<file path="src/rtl/afifo_shadow_loader_pkg.sv">
// Shared definitions for the activation FIFO pair: loader state encoding
// and the count-width helper used by the loader, double AFIFO and PE top.
package afifo_shadow_loader_pkg;

    typedef enum logic [1:0] {
        IDLE      = 2'd0,
        LOAD      = 2'd1,
        WAIT_SWAP = 2'd2
    } loader_state_e;

    // Width needed to hold a count from 0 up to and including depth.
    function automatic int cnt_width(input int depth);
        return $clog2(depth + 1);
    endfunction

endpackage

</file>
<file path="src/rtl/afifo_shadow_loader_if.sv">
// Upstream activation stream plus the shadow FIFO write port.
// slave = the loader, master = the surrounding environment.
interface afifo_shadow_loader_if #(
    parameter int data_width = 17
);
    logic [data_width-1:0] src_data;
    logic                  src_valid;
    logic                  src_ready;
    logic [data_width-1:0] shadow_AFIFO_data_in;
    logic                  shadow_AFIFO_write;

    modport master (
        output src_data, src_valid,
        input  src_ready, shadow_AFIFO_data_in, shadow_AFIFO_write
    );

    modport slave (
        input  src_data, src_valid,
        output src_ready, shadow_AFIFO_data_in, shadow_AFIFO_write
    );
endinterface

</file>
<file path="src/rtl/afifo_shadow_loader.sv">
// Write-side controller for a double-buffered activation FIFO pair: loads a
// tile into the shadow FIFO, then swaps the pair once compute has drained.
module afifo_shadow_loader
    import afifo_shadow_loader_pkg::*;
#(
    parameter int nb_data    = 8,
    parameter int data_width = 17,
    parameter int CNT_W      = cnt_width(nb_data)
) (
    input  logic                 clk,
    input  logic                 rst,
    afifo_shadow_loader_if.slave bus,
    input  logic                 tile_start,
    input  logic [CNT_W-1:0]     tile_len,
    input  logic                 compute_done,
    input  logic                 compute_AFIFO_empty,
    output logic                 which_AFIFO_for_compute,
    output logic                 swap_pulse,
    output logic [CNT_W-1:0]     load_cnt,
    output logic                 busy
);

    localparam logic [CNT_W-1:0] DEPTH = CNT_W'(nb_data);

    loader_state_e         state_q;
    loader_state_e         state_d;
    logic [CNT_W-1:0]      len_q;
    logic [CNT_W-1:0]      len_clamped;
    logic                  done_seen_q;
    logic                  src_ready_c;
    logic                  accept;
    logic                  last_accept;
    logic                  tile_accept;
    logic                  swap_fire;
    logic [data_width-1:0] src_word;
    logic [data_width-1:0] wr_data_q;
    logic                  wr_q;

    assign src_word    = bus.src_data;
    assign len_clamped = (tile_len > DEPTH) ? DEPTH : tile_len;
    assign last_accept = accept && ((load_cnt + CNT_W'(1)) == len_q);

    // State register.
    always_ff @(posedge clk or posedge rst) begin
        if (rst) state_q <= IDLE;
        else     state_q <= state_d;
    end

    // Next-state logic.
    always_comb begin
        state_d = state_q;
        case (state_q)
            IDLE: begin
                if (tile_start) state_d = (len_clamped == '0) ? WAIT_SWAP : LOAD;
            end
            LOAD: begin
                if (last_accept || (load_cnt >= len_q)) state_d = WAIT_SWAP;
            end
            WAIT_SWAP: begin
                if (swap_fire) state_d = IDLE;
            end
            default: state_d = IDLE;
        endcase
    end

    // State-decoded outputs and strobes.
    always_comb begin
        src_ready_c = (state_q == LOAD) && (load_cnt < len_q);
        busy        = (state_q != IDLE);
        accept      = src_ready_c && bus.src_valid;
        tile_accept = (state_q == IDLE) && tile_start;
        swap_fire   = (state_q == WAIT_SWAP) && done_seen_q && compute_AFIFO_empty;
    end

    assign bus.src_ready            = src_ready_c;
    assign bus.shadow_AFIFO_write   = wr_q;
    assign bus.shadow_AFIFO_data_in = wr_data_q;

    // Latch the clamped tile length when a tile is accepted.
    always_ff @(posedge clk or posedge rst) begin
        if (rst)              len_q <= '0;
        else if (tile_accept) len_q <= len_clamped;
    end

    // Words written in the current tile; restarts on a new tile or a swap.
    always_ff @(posedge clk or posedge rst) begin
        if (rst)                           load_cnt <= '0;
        else if (swap_fire || tile_accept) load_cnt <= '0;
        else if (accept)                   load_cnt <= load_cnt + CNT_W'(1);
    end

    // Registered write port: one cycle from handshake to strobe.
    always_ff @(posedge clk or posedge rst) begin
        if (rst) begin
            wr_q      <= 1'b0;
            wr_data_q <= '0;
        end else begin
            wr_q <= accept;
            if (accept) wr_data_q <= src_word;
        end
    end

    // FIFO select toggles on a swap, with a matching one-cycle pulse.
    always_ff @(posedge clk or posedge rst) begin
        if (rst) begin
            which_AFIFO_for_compute <= 1'b0;
            swap_pulse              <= 1'b0;
        end else begin
            swap_pulse <= swap_fire;
            if (swap_fire) which_AFIFO_for_compute <= ~which_AFIFO_for_compute;
        end
    end

    // Sticky compute-finished flag; a compute_done coincident with a swap wins over the clear.
    always_ff @(posedge clk or posedge rst) begin
        if (rst)               done_seen_q <= 1'b1;
        else if (compute_done) done_seen_q <= 1'b1;
        else if (swap_fire)    done_seen_q <= 1'b0;
    end

endmodule

</file>
<file path="src/flat_wrapper.sv">
// flat-port wrapper written by rule: the top's interface ports become plain ports
module afifo_shadow_loader_flat import afifo_shadow_loader_pkg::*;
#(
    parameter int nb_data    = 8,
    parameter int data_width = 17,
    parameter int CNT_W      = cnt_width(nb_data)
)
  (clk, rst, tile_start, tile_len, compute_done, compute_AFIFO_empty, which_AFIFO_for_compute, swap_pulse, load_cnt, busy, bus_src_data, bus_src_valid, bus_src_ready, bus_shadow_AFIFO_data_in, bus_shadow_AFIFO_write);
  afifo_shadow_loader_if #(.data_width(data_width)) bus_i ();
  input  logic clk;
  input  logic rst;
  input  logic tile_start;
  input  logic [CNT_W-1:0] tile_len;
  input  logic compute_done;
  input  logic compute_AFIFO_empty;
  output logic which_AFIFO_for_compute;
  output logic swap_pulse;
  output logic [CNT_W-1:0] load_cnt;
  output logic busy;
  input wire logic [$bits(bus_i.src_data)-1:0] bus_src_data;
  input wire logic [$bits(bus_i.src_valid)-1:0] bus_src_valid;
  output wire logic [$bits(bus_i.src_ready)-1:0] bus_src_ready;
  output wire logic [$bits(bus_i.shadow_AFIFO_data_in)-1:0] bus_shadow_AFIFO_data_in;
  output wire logic [$bits(bus_i.shadow_AFIFO_write)-1:0] bus_shadow_AFIFO_write;
  assign bus_i.src_data = bus_src_data;
  assign bus_i.src_valid = bus_src_valid;
  assign bus_src_ready = bus_i.src_ready;
  assign bus_shadow_AFIFO_data_in = bus_i.shadow_AFIFO_data_in;
  assign bus_shadow_AFIFO_write = bus_i.shadow_AFIFO_write;
  afifo_shadow_loader #(.nb_data(nb_data), .data_width(data_width), .CNT_W(CNT_W)) u_core (.clk(clk), .rst(rst), .bus(bus_i), .tile_start(tile_start), .tile_len(tile_len), .compute_done(compute_done), .compute_AFIFO_empty(compute_AFIFO_empty), .which_AFIFO_for_compute(which_AFIFO_for_compute), .swap_pulse(swap_pulse), .load_cnt(load_cnt), .busy(busy));
endmodule
</file>
<file path="config.mk">
export PLATFORM = sky130hd
export DESIGN_NAME = afifo_shadow_loader_flat
export DESIGN_NICKNAME = d
export VERILOG_FILES = /design/src/rtl/afifo_shadow_loader_pkg.sv /design/src/rtl/afifo_shadow_loader_if.sv /design/src/rtl/afifo_shadow_loader.sv /design/src/flat_wrapper.sv
export SDC_FILE = /design/constraint.sdc
export NUM_CORES = 1
export LEC_CHECK = 0
export CAP_MARGIN = 5
export CELL_PAD_IN_SITES_DETAIL_PLACEMENT = 1
export CELL_PAD_IN_SITES_GLOBAL_PLACEMENT = 2
export CORE_MARGIN = 2
export CORE_UTILIZATION = 28
export DETAILED_ROUTE_END_ITERATION = 12
export GPL_TIMING_DRIVEN = 0
export PLACE_DENSITY = 0.78
export SYNTH_ARGS = -nofsm -noshare
export SYNTH_HDL_FRONTEND = slang
export SYNTH_SLANG_ARGS = --single-unit
export TNS_END_PERCENT = 5
</file>
<file path="constraint.sdc">
create_clock -name clk -period 2.14 [get_ports clk]
set_input_delay 0.428 -clock clk [delete_from_list [all_inputs] [get_ports clk]]
set_output_delay 0.428 -clock clk [all_outputs]
set_load 0.02 [all_outputs]
</file>
# [Yosys cells after proc, flatten, opt, wreduce, memory -nomap -nowiden]
# Index checks and enable logic that the tools add are counted.
[op_classes] bitwise=1 n_reduce_logical=14 n_lt_le_gt_ge=3 addsub=1 mux=10 eq_ne=6
[op_table] operator="$mux 4" n=3
[op_table] operator="$mux 2" n=4
[op_table] operator="$logic_and 1x1->1" n=6
[op_table] operator="$pmux 2 s3" n=1
[op_table] operator="$reduce_bool 2->1" n=3
[op_table] operator="$add 4x1->4 const B" n=1
[op_table] operator="$eq 4x4->1" n=1
[op_table] operator="$ge 4x4->1" n=1
[op_table] operator="$gt 4x4->1 const B" n=1
[op_table] operator="$logic_not 4->1" n=1
[op_table] operator="$lt 4x4->1" n=1
[op_table] operator="$ne 2x1->1 const B" n=2
[op_table] operator="$reduce_and 3->1" n=1
[op_table] operator="$eq 2x1->1 const B" n=1
[op_table] operator="$eq 2x2->1 const B" n=1
[op_table] operator="$logic_not 2->1" n=1
[op_table] operator="$logic_or 1x1->1" n=2
[op_table] operator="$mux 1" n=2
[op_table] operator="$ne 2x2->1 const B" n=1
[op_table] operator="$not 1->1" n=1
[word_totals] input_bits=27 out_inout_bits=26 wordCells=43 reg_bits=31

# [Longest topological paths before layout]
# Gate-level depths: netlist (run 1).
[depth] word_depth=7 depth_mapped=8

# [Worst setup path before layout (run 1)]
# Ideal clock, no wire load.
[synth_path] kind="register -> register" start="register u_core.load_cnt[3]" end="register u_core.wr_data_q[0] (netlist: u_core.bus.shadow_AFIFO_data_in[0])" arrival_ps=1752 setup_slack_ps=263 path_buffers=1 path_stages_with_launch=8 synth_period_minus_slack_ps=1877 cell_sequence="dfrtp_1 > ha_1 > nor3b_2 > nand3_2 > nand2b_4 > clkinv_4 > buf_12 > mux2_4"
[synth_between] elab_chain_cells=3
[synth_rtl] item="from (decl)" line_no="afifo_shadow_loader.sv:19" text="output logic [CNT_W-1:0] load_cnt,"
[synth_rtl] item="from (signal assigned)" line_no="afifo_shadow_loader.sv:89" text="else if (accept) load_cnt <= load_cnt + CNT_W'(1);"
[synth_rtl] item="$lt 4x4->1" line_no="afifo_shadow_loader.sv:68" text="src_ready_c = (state_q == LOAD) && (load_cnt < len_q);"
[synth_rtl] item="$logic_and 1x1->1" line_no="afifo_shadow_loader.sv:68"
[synth_rtl] item="$logic_and 1x1->1" line_no="afifo_shadow_loader.sv:70" text="accept = src_ready_c && bus.src_valid;"
[synth_rtl] item="named net u_core.accept" line_no="afifo_shadow_loader.sv:31" text="logic accept;"
[synth_rtl] item="to (signal assigned)" line_no="afifo_shadow_loader.sv:99" text="if (accept) wr_data_q <= src_word;"
[synth_rtl] item="to (decl)" line_no="afifo_shadow_loader.sv:36" text="logic [data_width-1:0] wr_data_q;"
# The timed path passes the listed nets, and every way through them passes these cells.
# A chain may end at the register's enable or synchronous reset.

# [Final worst setup path (run 1)]
[layout_path] start="register u_core.load_cnt[1]" end="output port bus_src_ready"
[layout_between] elab_chain_cells=2
[layout_rtl] item="$lt 4x4->1" line_no="afifo_shadow_loader.sv:68"
[layout_rtl] item="$logic_and 1x1->1" line_no="afifo_shadow_loader.sv:68"
[layout_rtl] item="to (decl)" line_no="flat_wrapper.sv:22" text="output wire logic [$bits(bus_i.src_ready)-1:0] bus_src_ready;"
# No other way between the ends.

==> impl_metrics.yaml, run 1 <==
power_and_ir_drop:
  power_mw: 3.15
  combPwrFrac: 0.537
  p_sw_frac: 0.361
  pwr-share-seq: 0.324
  powerDensity_mw_per_mm2: 1390
  leakage_nw: 0.970
  p_switching_mw: 1.14
  peakVddDrop_mv: 0.635
  p_int_mw: 2.01
  clock_power_share: 0.139
drt:
  drc: 0
  dr.pass1.iters: 2
  vias: 1091
  routed_wl_um: 3680
  drt_iter0_drc: 49
  final_antenna_net_count: 0
  avgViaCountPerCell: 4.38
  wl_per_cell_um: 14.8
job:
  max_cap_violations: 0
global_routing:
  overflow: 0
  grt_pass1_wl_um: 5840
  antenna_found_initial: 0
  track_usage: 0.126
  grt_pass1_vias: 1218
  grt_start_max_net_pins: 32
place:
  portBuffers: 52
  place_hpwl_um: 2720
  place_ws_ps: -147
  gp_congestion: 0.744
finish:
  register_area_um2: 781
  n_antenna_cell: 0
  fin_util: 0.437
  layout_common_cells: "clkdlybuf4s50_1 (51), dfrtp_1 (27), mux2_4 (9), mux2_2 (9), nand2_1 (8)"
  area.growth.synth_to_final_pct: 49.3
  layout-drive-gt1-share: 0.274
  layout_commonest_cell: "clkdlybuf4s50_1"
  fill_cells: 544
  multi_input_area_um2: 688
  nNetsFinal: 210
floorplanning:
  die_x_um: 77.5
  io_pins: 53
  die-area_mm2: 0.00601
  start_util: 0.292
  core_area_mm2: 0.00517
  die_h_um: 77.5
  row_count: 26
clocking:
  h-tree-depth: 2
  cts_root_buffer: "clkbuf_8"
  numCtsBuffers: 5
  cts_max_path_buffers: 2
  path_clk_slew_ps: 70
  clk_latency_ps: 280
  cts_tree: "done"
  clock-sinks: 31
yosys:
  synth_warnings: 0
  yosys_register_bits: 31
  synth_seq_area_share: 0.514
  synthDistinctLibCells: 38
  netlist.area_leader.share: 0.496
  avgSynthCellArea_um2: 13.2
  synth_area_mm2: 0.00151
  ys_top_cells_by_area: "dfrtp_1 (50%), mux2_4 (8.9%), mux2_2 (6.7%)"
  synth_xor_area_frac: 0.0380
  synthAdderAreaFrac: 0.0414
  yosys.area.top_type: "dfrtp_1"
  syn_inst: 115
  synth_mux_area_frac: 0.163
  synth_ff_type: "dfrtp_1"
  synth_edf_count: 0
  yosys.area_share.simple: 0.114
  synth_top_family_by_area: "multiplexers"
  syn_nets: 147
  synth-compound-area-share: 0.0902
  async_flop_share: 1.00
worst_setup_path:
  cp.arrival_ps: 1640
  ff2ff_path_depth: 7
  path_class: "register to primary output"
  path_max_fanout: 3
  critical-path-slowest-cell: "dfrtp_2"
  start_kind: "register"
  worstPathCellList: "ha_1 -> nor2b_4 -> o21bai_4 -> and3_4 -> buf_4"
  critPathRequiredTime_ps: 1710
  cpPeakStageDelay_ps: 430
  end_kind: "primary output"
sta:
  tns_ps: 0
  min_period_ps: 2070
  final.period_utilization: 0.969
  holdWs_ps: 374
  setup-violations-final: 0
  fmax_mhz: 482
  maxSlewViolCount: 0
  slew_headroom: 0.725
  fin_skew_ps: 5.28
  finalHoldViolCount: 0
  fin_ws_ps: 67.1
  worst_slew_pin_slew_ps: 408
status:
  status: "finished clean"
min_path:
  hp-class: "primary input to asynchronous set/reset pin"
==> area by class of cell <==
class / instances / area share
plain buffers: 2 / 0.0111
clock inverters: 1 / 0.00222
flip-flops and latches: 31 / 0.346
inverters: 8 / 0.0155
clock buffers: 7 / 0.0338
well taps: 70 / 0.0388
repair buffers: 56 / 0.248
multi-input cells: 74 / 0.305
==> cell usage after synthesis (all sizes together) (2+ instances only) <==
| library cell | instances |
|---|---|
| a31o | 2 |
| nand2b | 6 |
| a21o | 2 |
| a211oi | 2 |
| inv | 7 |
| o21ai | 4 |
| ha | 5 |
| nand3 | 2 |
| a21oi | 2 |
| buf | 2 |
| dfrtp | 30 |
| nand2 | 8 |
| mux2 | 18 |
| nand4b | 2 |
| xnor2 | 3 |
| or2 | 2 |
==> final timing paths <==
path	slack, ps	start	to
worst max-delay path	70	u_core.load_cnt[1]	bus_src_ready
worst min-delay path	370	rst	u_core.bus.shadow_AFIFO_data_in[0]
worst max register to register	160	u_core.load_cnt[3]	u_core.bus.shadow_AFIFO_data_in[5]
worst min register to register	500	u_core.len_q[0]	u_core.len_q[0]
max in group asynchronous	1280	rst	u_core.done_seen_q
min in group clk	500	u_core.len_q[0]	u_core.len_q[0]
==> registers in the layout, summed over array words and instances, names as in the netlist <==
name,flops
u_core.load_cnt,4
u_core.which_AFIFO_for_compute,1
u_core.state_q,2
u_core.bus.shadow_AFIFO_write,1
u_core.len_q,4
u_core.swap_pulse,1
u_core.done_seen_q,1
u_core.bus.shadow_AFIFO_data_in,17
==> power groups by stage <==
stage / clock network, mW / logic [mW] / registers, mW
6_report: 0.438 / 1.69 / 1.02
5_1_grt: 0.485 / 1.81 / 1.06
4_1_cts: 0.455 / 1.61 / 1.02
3_5_place_dp: 0 / 1.61 / 1.03
3_3_place_gp: 0 / 1.57 / 1.02
2_1_floorplan: 0 / 0.749 / 1.24
==> logic make-up (layout without fill, tap and decap cells) <==
group | count (synthesis) | count (layout)
AOI/OAI and AO/OA | 18 | 18
xor gates and xnor gates | 5 | 5
adders and majority gates | 5 | 5
buffers and inverters | 10 | 74
DFF | 31 | 31
muxes | 19 | 19
and+or+nand+nor | 27 | 27
==> critical path, delay by kind of cell (launching register included) <==
family,cells,cell delay (ps)
fa+ha+maj,1,320
simple gates,2,330
flops,1,430
compound gates,1,150
buf+inv,1,130
==> what timing repair did <==
item,4_1_cts,5_1_grt
endpoints found under the hold margin,0,0
resized for setup,5,6
hold buffers,0,0
buffers inserted,0,3
pin swaps,0,1
cloned,0,0
endpoints found under the setup margin,1,1
==> per-layer routing <==
layer,global-route usage,vias to the layer above,part of all wire,routed length [um]
met5,0,-,0,0
met4,0.0429,0,0.0092,34
met3,0.0419,2,0.035,128
met2,0.215,25,0.53,1950
met1,0.149,540,0.43,1570
li1,-,524,-,-
==> metrics by stage <==
step | cells | instance area [um2]
6_report | 249 | 2260
5_1_grt | 249 | 2260
4_1_cts | 245 | 2200
3_5_place_dp | 237 | 2120
3_3_place_gp | 237 | 2120
2_1_floorplan | 115 | 1510
Note: power is estimated with default switching activity, not from simulation.
==> run 2: changes to the inputs <==
--- a/config.mk
+++ b/config.mk
@@ -13,6 +13,7 @@
 export DETAILED_ROUTE_END_ITERATION = 12
 export GPL_TIMING_DRIVEN = 0
 export PLACE_DENSITY = 0.78
+export RECOVER_POWER = 50
 export SYNTH_ARGS = -nofsm -noshare
 export SYNTH_HDL_FRONTEND = slang
 export SYNTH_SLANG_ARGS = --single-unit
==> run 2 against run 1 <==
Compared with the run above:
- design area is 0.17% lower
- total power is 0.83% lower
- worst hold slack better by 130 ps
- sequential share of layout area is 0.058 points higher
- non-clock buffer count stayed put
- worst setup slack hardly changed
- first-iteration DRC count stayed put
==> impl_metrics.yaml, run 2 (synthesis gave the netlist of run 1 again) <==
clocking:
  cts_tree: "done"
  clock-sinks: 31
  path_clk_slew_ps: 60
  clk_latency_ps: 280
  cts_hold_buf: 0
  cts_root_buffer: "clkbuf_8"
  numCtsBuffers: 5
  cts_max_path_buffers: 2
  h-tree-depth: 2
floorplanning:
  die_h_um: 77.5
  core_area_mm2: 0.00517
  start_util: 0.292
  die_x_um: 77.5
  io_pins: 53
  die-area_mm2: 0.00601
  row_count: 26
drt:
  dr.pass1.iters: 2
  drt_iter0_drc: 49
  avgViaCountPerCell: 4.38
  wl_per_cell_um: 14.8
  vias: 1090
  drc: 0
  routed_wl_um: 3680
  final_antenna_net_count: 0
finish:
  layout_common_cells: "clkdlybuf4s50_1 (44), dfrtp_1 (27), mux2_4 (9), mux2_2 (9), nand2_1 (8)"
  n_antenna_cell: 0
  area.growth.synth_to_final_pct: 49.0
  largest_reg_flops: 17
  layout.cell_area.non_filler_mm2: 0.00225
  nNetsFinal: 210
  layout_commonest_cell: "clkdlybuf4s50_1"
  final_cells: 249
  layout-drive-gt1-share: 0.263
  fin_util: 0.436
sta:
  fin_skew_ps: 4.94
  tns_ps: 0
  slew_headroom: 0.714
  holdWs_ps: 503
  maxSlewViolCount: 0
  min_period_ps: 2070
  final.period_utilization: 0.969
  worst_slew_pin_slew_ps: 426
  setup-violations-final: 0
  fmax_mhz: 482
  fin_ws_ps: 66.7
  finalHoldViolCount: 0
job:
  max_cap_violations: 0
global_routing:
  grt_pass1_wl_um: 5840
  met2_usage: 0.215
  track_usage: 0.126
  grt_start_max_net_pins: 32
  overflow: 0
  grtUsageMet3: 0.0419
  grt_pass1_vias: 1218
  use_met1: 0.149
  antenna_found_initial: 0
  grt.busiest_layer: "met2"
power_and_ir_drop:
  powerDensity_mw_per_mm2: 1380
  combPwrFrac: 0.533
  leakage_nw: 0.971
  p_int_mw: 1.99
  p_switching_mw: 1.14
  pwr-share-seq: 0.326
  p_sw_frac: 0.364
  power_mw: 3.12
  peakVddDrop_mv: 0.635
  clock_power_share: 0.140
worst_setup_path:
  cp.arrival_ps: 1650
  end_kind: "primary output"
  path_class: "register to primary output"
  start_kind: "register"
  critPathRequiredTime_ps: 1710
  path_max_fanout: 3
place:
  gp_congestion: 0.744
  place_hpwl_um: 2720
  dp_cells: 237
  portBuffers: 52
  place_ws_ps: -147
  dpl-instance-area_mm2: 0.00212
status:
  status: "finished clean"
min_path:
  hp-class: "register to register"
[run 2: layout make-up]
class | count | area, um2
clock inverter | 1 | 5.00
tap | 70 | 87.6
timing repair buffer | 56 | 561
buffer | 2 | 23.8
multi-input combinational | 74 | 686
fill | 546 | 2920
clock buffer | 7 | 76.3
sequential | 31 | 781
inverter | 8 | 35.0
[run 2: layer usage]
metal,part of all wire,wire (um)
met1,0.43,1560
met2,0.53,1950
met3,0.035,128
met4,0.0093,34
met5,0,0
[run 2: repair_timing]
action	in CTS	in global routing
pin swaps	0	1
buffers inserted	0	3
resized for setup	5	6
endpoints found under the setup margin	1	1
[run 2: path summary, 6_finish.rpt]
check,cells after the start,slack (ps),endpoint,from
max,5,70,bus_src_ready,u_core.load_cnt[1]
min,1,500,u_core.bus.shadow_AFIFO_data_in[2],u_core.bus.shadow_AFIFO_data_in[2]
max reg2reg,7,160,u_core.bus.shadow_AFIFO_data_in[5],u_core.load_cnt[3]
min reg2reg,1,500,u_core.bus.shadow_AFIFO_data_in[2],u_core.bus.shadow_AFIFO_data_in[2]
max in group asynchronous,3,1140,u_core.done_seen_q,rst
min in group asynchronous,2,510,u_core.bus.shadow_AFIFO_data_in[0],rst
[run 2: power groups by stage]
stage	clock network [mW]	logic (mW)	registers (mW)
after floorplan	0	0.749	1.24
after global placement	0	1.57	1.02
after detailed placement	0	1.61	1.03
after CTS	0.455	1.61	1.02
after global routing	0.485	1.79	1.06
final	0.439	1.67	1.02
[run 2: critical path: stages, from the launching register on]
cell and delay (ps):
dfrtp_2 430, ha_1 320, nor2b_4 150, o21bai_4 150, and3_4 180, buf_4 130
==> run 3: changes to the inputs <==
--- a/config.mk
+++ b/config.mk
@@ -14,6 +14,8 @@
 export GPL_TIMING_DRIVEN = 0
 export PLACE_DENSITY = 0.78
 export RECOVER_POWER = 50
+export REMOVE_ABC_BUFFERS = 1
+export SLEW_MARGIN = 20
 export SYNTH_ARGS = -nofsm -noshare
 export SYNTH_HDL_FRONTEND = slang
 export SYNTH_SLANG_ARGS = --single-unit
==> constraint.sdc (replaced) <==
create_clock -name clk -period 2.14 [get_ports clk]
set_input_delay 0.428 -clock clk [delete_from_list [all_inputs] [get_ports clk]]
set_output_delay 0.428 -clock clk [all_outputs]
set_load 0.005 [all_outputs]
==> run 3 against run 2 <==
Compared with the run above:
- sequential share of layout area down 0.57 points
- worst setup slack better by 1.6 ps
- total power down 3.9%
- clock skew up 3.9 ps
- global-route usage up 0.83 points
- largest power group unchanged
- highest routed layer unchanged
==> impl_metrics.yaml, run 3 (synthesis gave the netlist of run 1 again) <==
status:
  status: "finished clean"
power_and_ir_drop:
  peakVddDrop_mv: 0.545
  leakage_nw: 1.00
  power_mw: 3.00
  powerDensity_mw_per_mm2: 1310
job:
  max_cap_violations: 0
sta:
  fin_ws_ps: 68.3
  tns_ps: 0
  min_period_ps: 2070
  holdWs_ps: 489
  maxSlewViolCount: 0
  finalHoldViolCount: 0
  final.period_utilization: 0.968
  worst_slew_pin_slew_ps: 1200
  setup-violations-final: 0
  slew_headroom: 0.202
  fin_skew_ps: 8.83
  fmax_mhz: 483
clocking:
  h-tree-depth: 2
  cts_tree: "done"
  clock-sinks: 31
  cts_hold_buf: 0
  cts_max_path_buffers: 2
  cts_root_buffer: "clkbuf_8"
  numCtsBuffers: 5
  clk_latency_ps: 290
  path_clk_slew_ps: 70
finish:
  final_cells: 252
  fill_cells: 537
  layout_common_cells: "clkdlybuf4s50_1 (43), dfrtp_1 (27), mux2_4 (9), mux2_2 (9), buf_4 (9)"
  fin_util: 0.443
  largest_reg_flops: 17
  n_antenna_cell: 0
  area.growth.synth_to_final_pct: 51.5
  layout-drive-gt1-share: 0.302
  layout_commonest_cell: "clkdlybuf4s50_1"
  layout.cell_area.non_filler_mm2: 0.00229
  nNetsFinal: 213
min_path:
  hold_depth: 1
  hp-class: "register to register"
worst_setup_path:
  end_kind: "primary output"
  cp.arrival_ps: 1640
  path_max_fanout: 3
  critPathRequiredTime_ps: 1710
  start_kind: "register"
  ff2ff_path_depth: 7
  path_class: "register to primary output"
drt:
  dr.pass1.iters: 4
  drc: 0
  wl_met3_um: 301
  routed_wl_um: 3710
  final_antenna_net_count: 0
  top_layer: "met4"
  wl_met1_um: 1470
  wl_per_cell_um: 14.7
  drt_iter0_drc: 38
  wl_met2_um: 1880
  avgViaCountPerCell: 4.54
  vias: 1143
floorplanning:
  row_count: 26
  core_area_mm2: 0.00517
  start_util: 0.292
  die-area_mm2: 0.00601
  io_pins: 53
  die_h_um: 77.5
  die_x_um: 77.5
global_routing:
  grt_start_max_net_pins: 32
  antenna_found_initial: 0
  track_usage: 0.134
  grt_pass1_vias: 1248
  grt_pass1_wl_um: 6180
  overflow: 0
place:
  dp_cells: 235
  dpl-instance-area_mm2: 0.00210
  place_ws_ps: -25.2
  place_hpwl_um: 2720
  gp_congestion: 0.721
  portBuffers: 52
[run 3: changes by cell type in the layout (fill, tap and decap cells not counted), sizes merged]
cell           previous run  this run
clkinv                    3         1
buf                       6         9
dlygate4sd2               0         1
inv                       6         7
clkbuf                    8         7
clkinvlp                  0         1
dlygate4sd3               7         8
clkdlybuf4s50            44        43
[run 3: what timing repair did]
action,in CTS,in global routing
buffers inserted,6,3
setup endpoints to repair,1,1
gates resized for setup,5,4
pin swaps,2,1
[run 3: critical path, stage by stage (launching register included)]
cell and delay, ps:
dfrtp_1 400, inv_2 60, ha_4 270, nand2_2 60
o21bai_4 170, and3_1 140, dlygate4sd2_1 250
[run 3: layout make-up]
class                      instances  area, um2  share of cell area
clock inverter                     1       7.51             0.00328
timing repair buffer              61        587               0.256
sequential                        31        781               0.341
inverter                           8       35.0              0.0153
clock buffer                       7       96.3              0.0420
multi-input combinational         74        698               0.305
tap                               70       87.6              0.0382
[run 3: per-layer routing]
layer / up-vias / global-route usage
li1: 531 / -
met1: 565 / 0.160
met2: 41 / 0.216
met3: 6 / 0.0558
met4: 0 / 0.0536
met5: - / 0
[run 3: report_power, final]
part           switching (mW)  internal (mW)
sequential              0.170          0.847
combinational           0.519          0.949
clock                   0.223          0.292
[run 3: path summary, 6_finish.rpt]
kind,from,to,slack [ps]
setup / recovery,u_core.len_q[3],bus_src_ready,70
hold / removal,u_core.which_AFIFO_for_compute,u_core.which_AFIFO_for_compute,490
setup reg to reg,u_core.len_q[3],u_core.bus.shadow_AFIFO_data_in[10],270
hold reg to reg,u_core.which_AFIFO_for_compute,u_core.which_AFIFO_for_compute,490
max in group asynchronous,rst,u_core.load_cnt[0],450
min in group asynchronous,rst,u_core.len_q[1],890
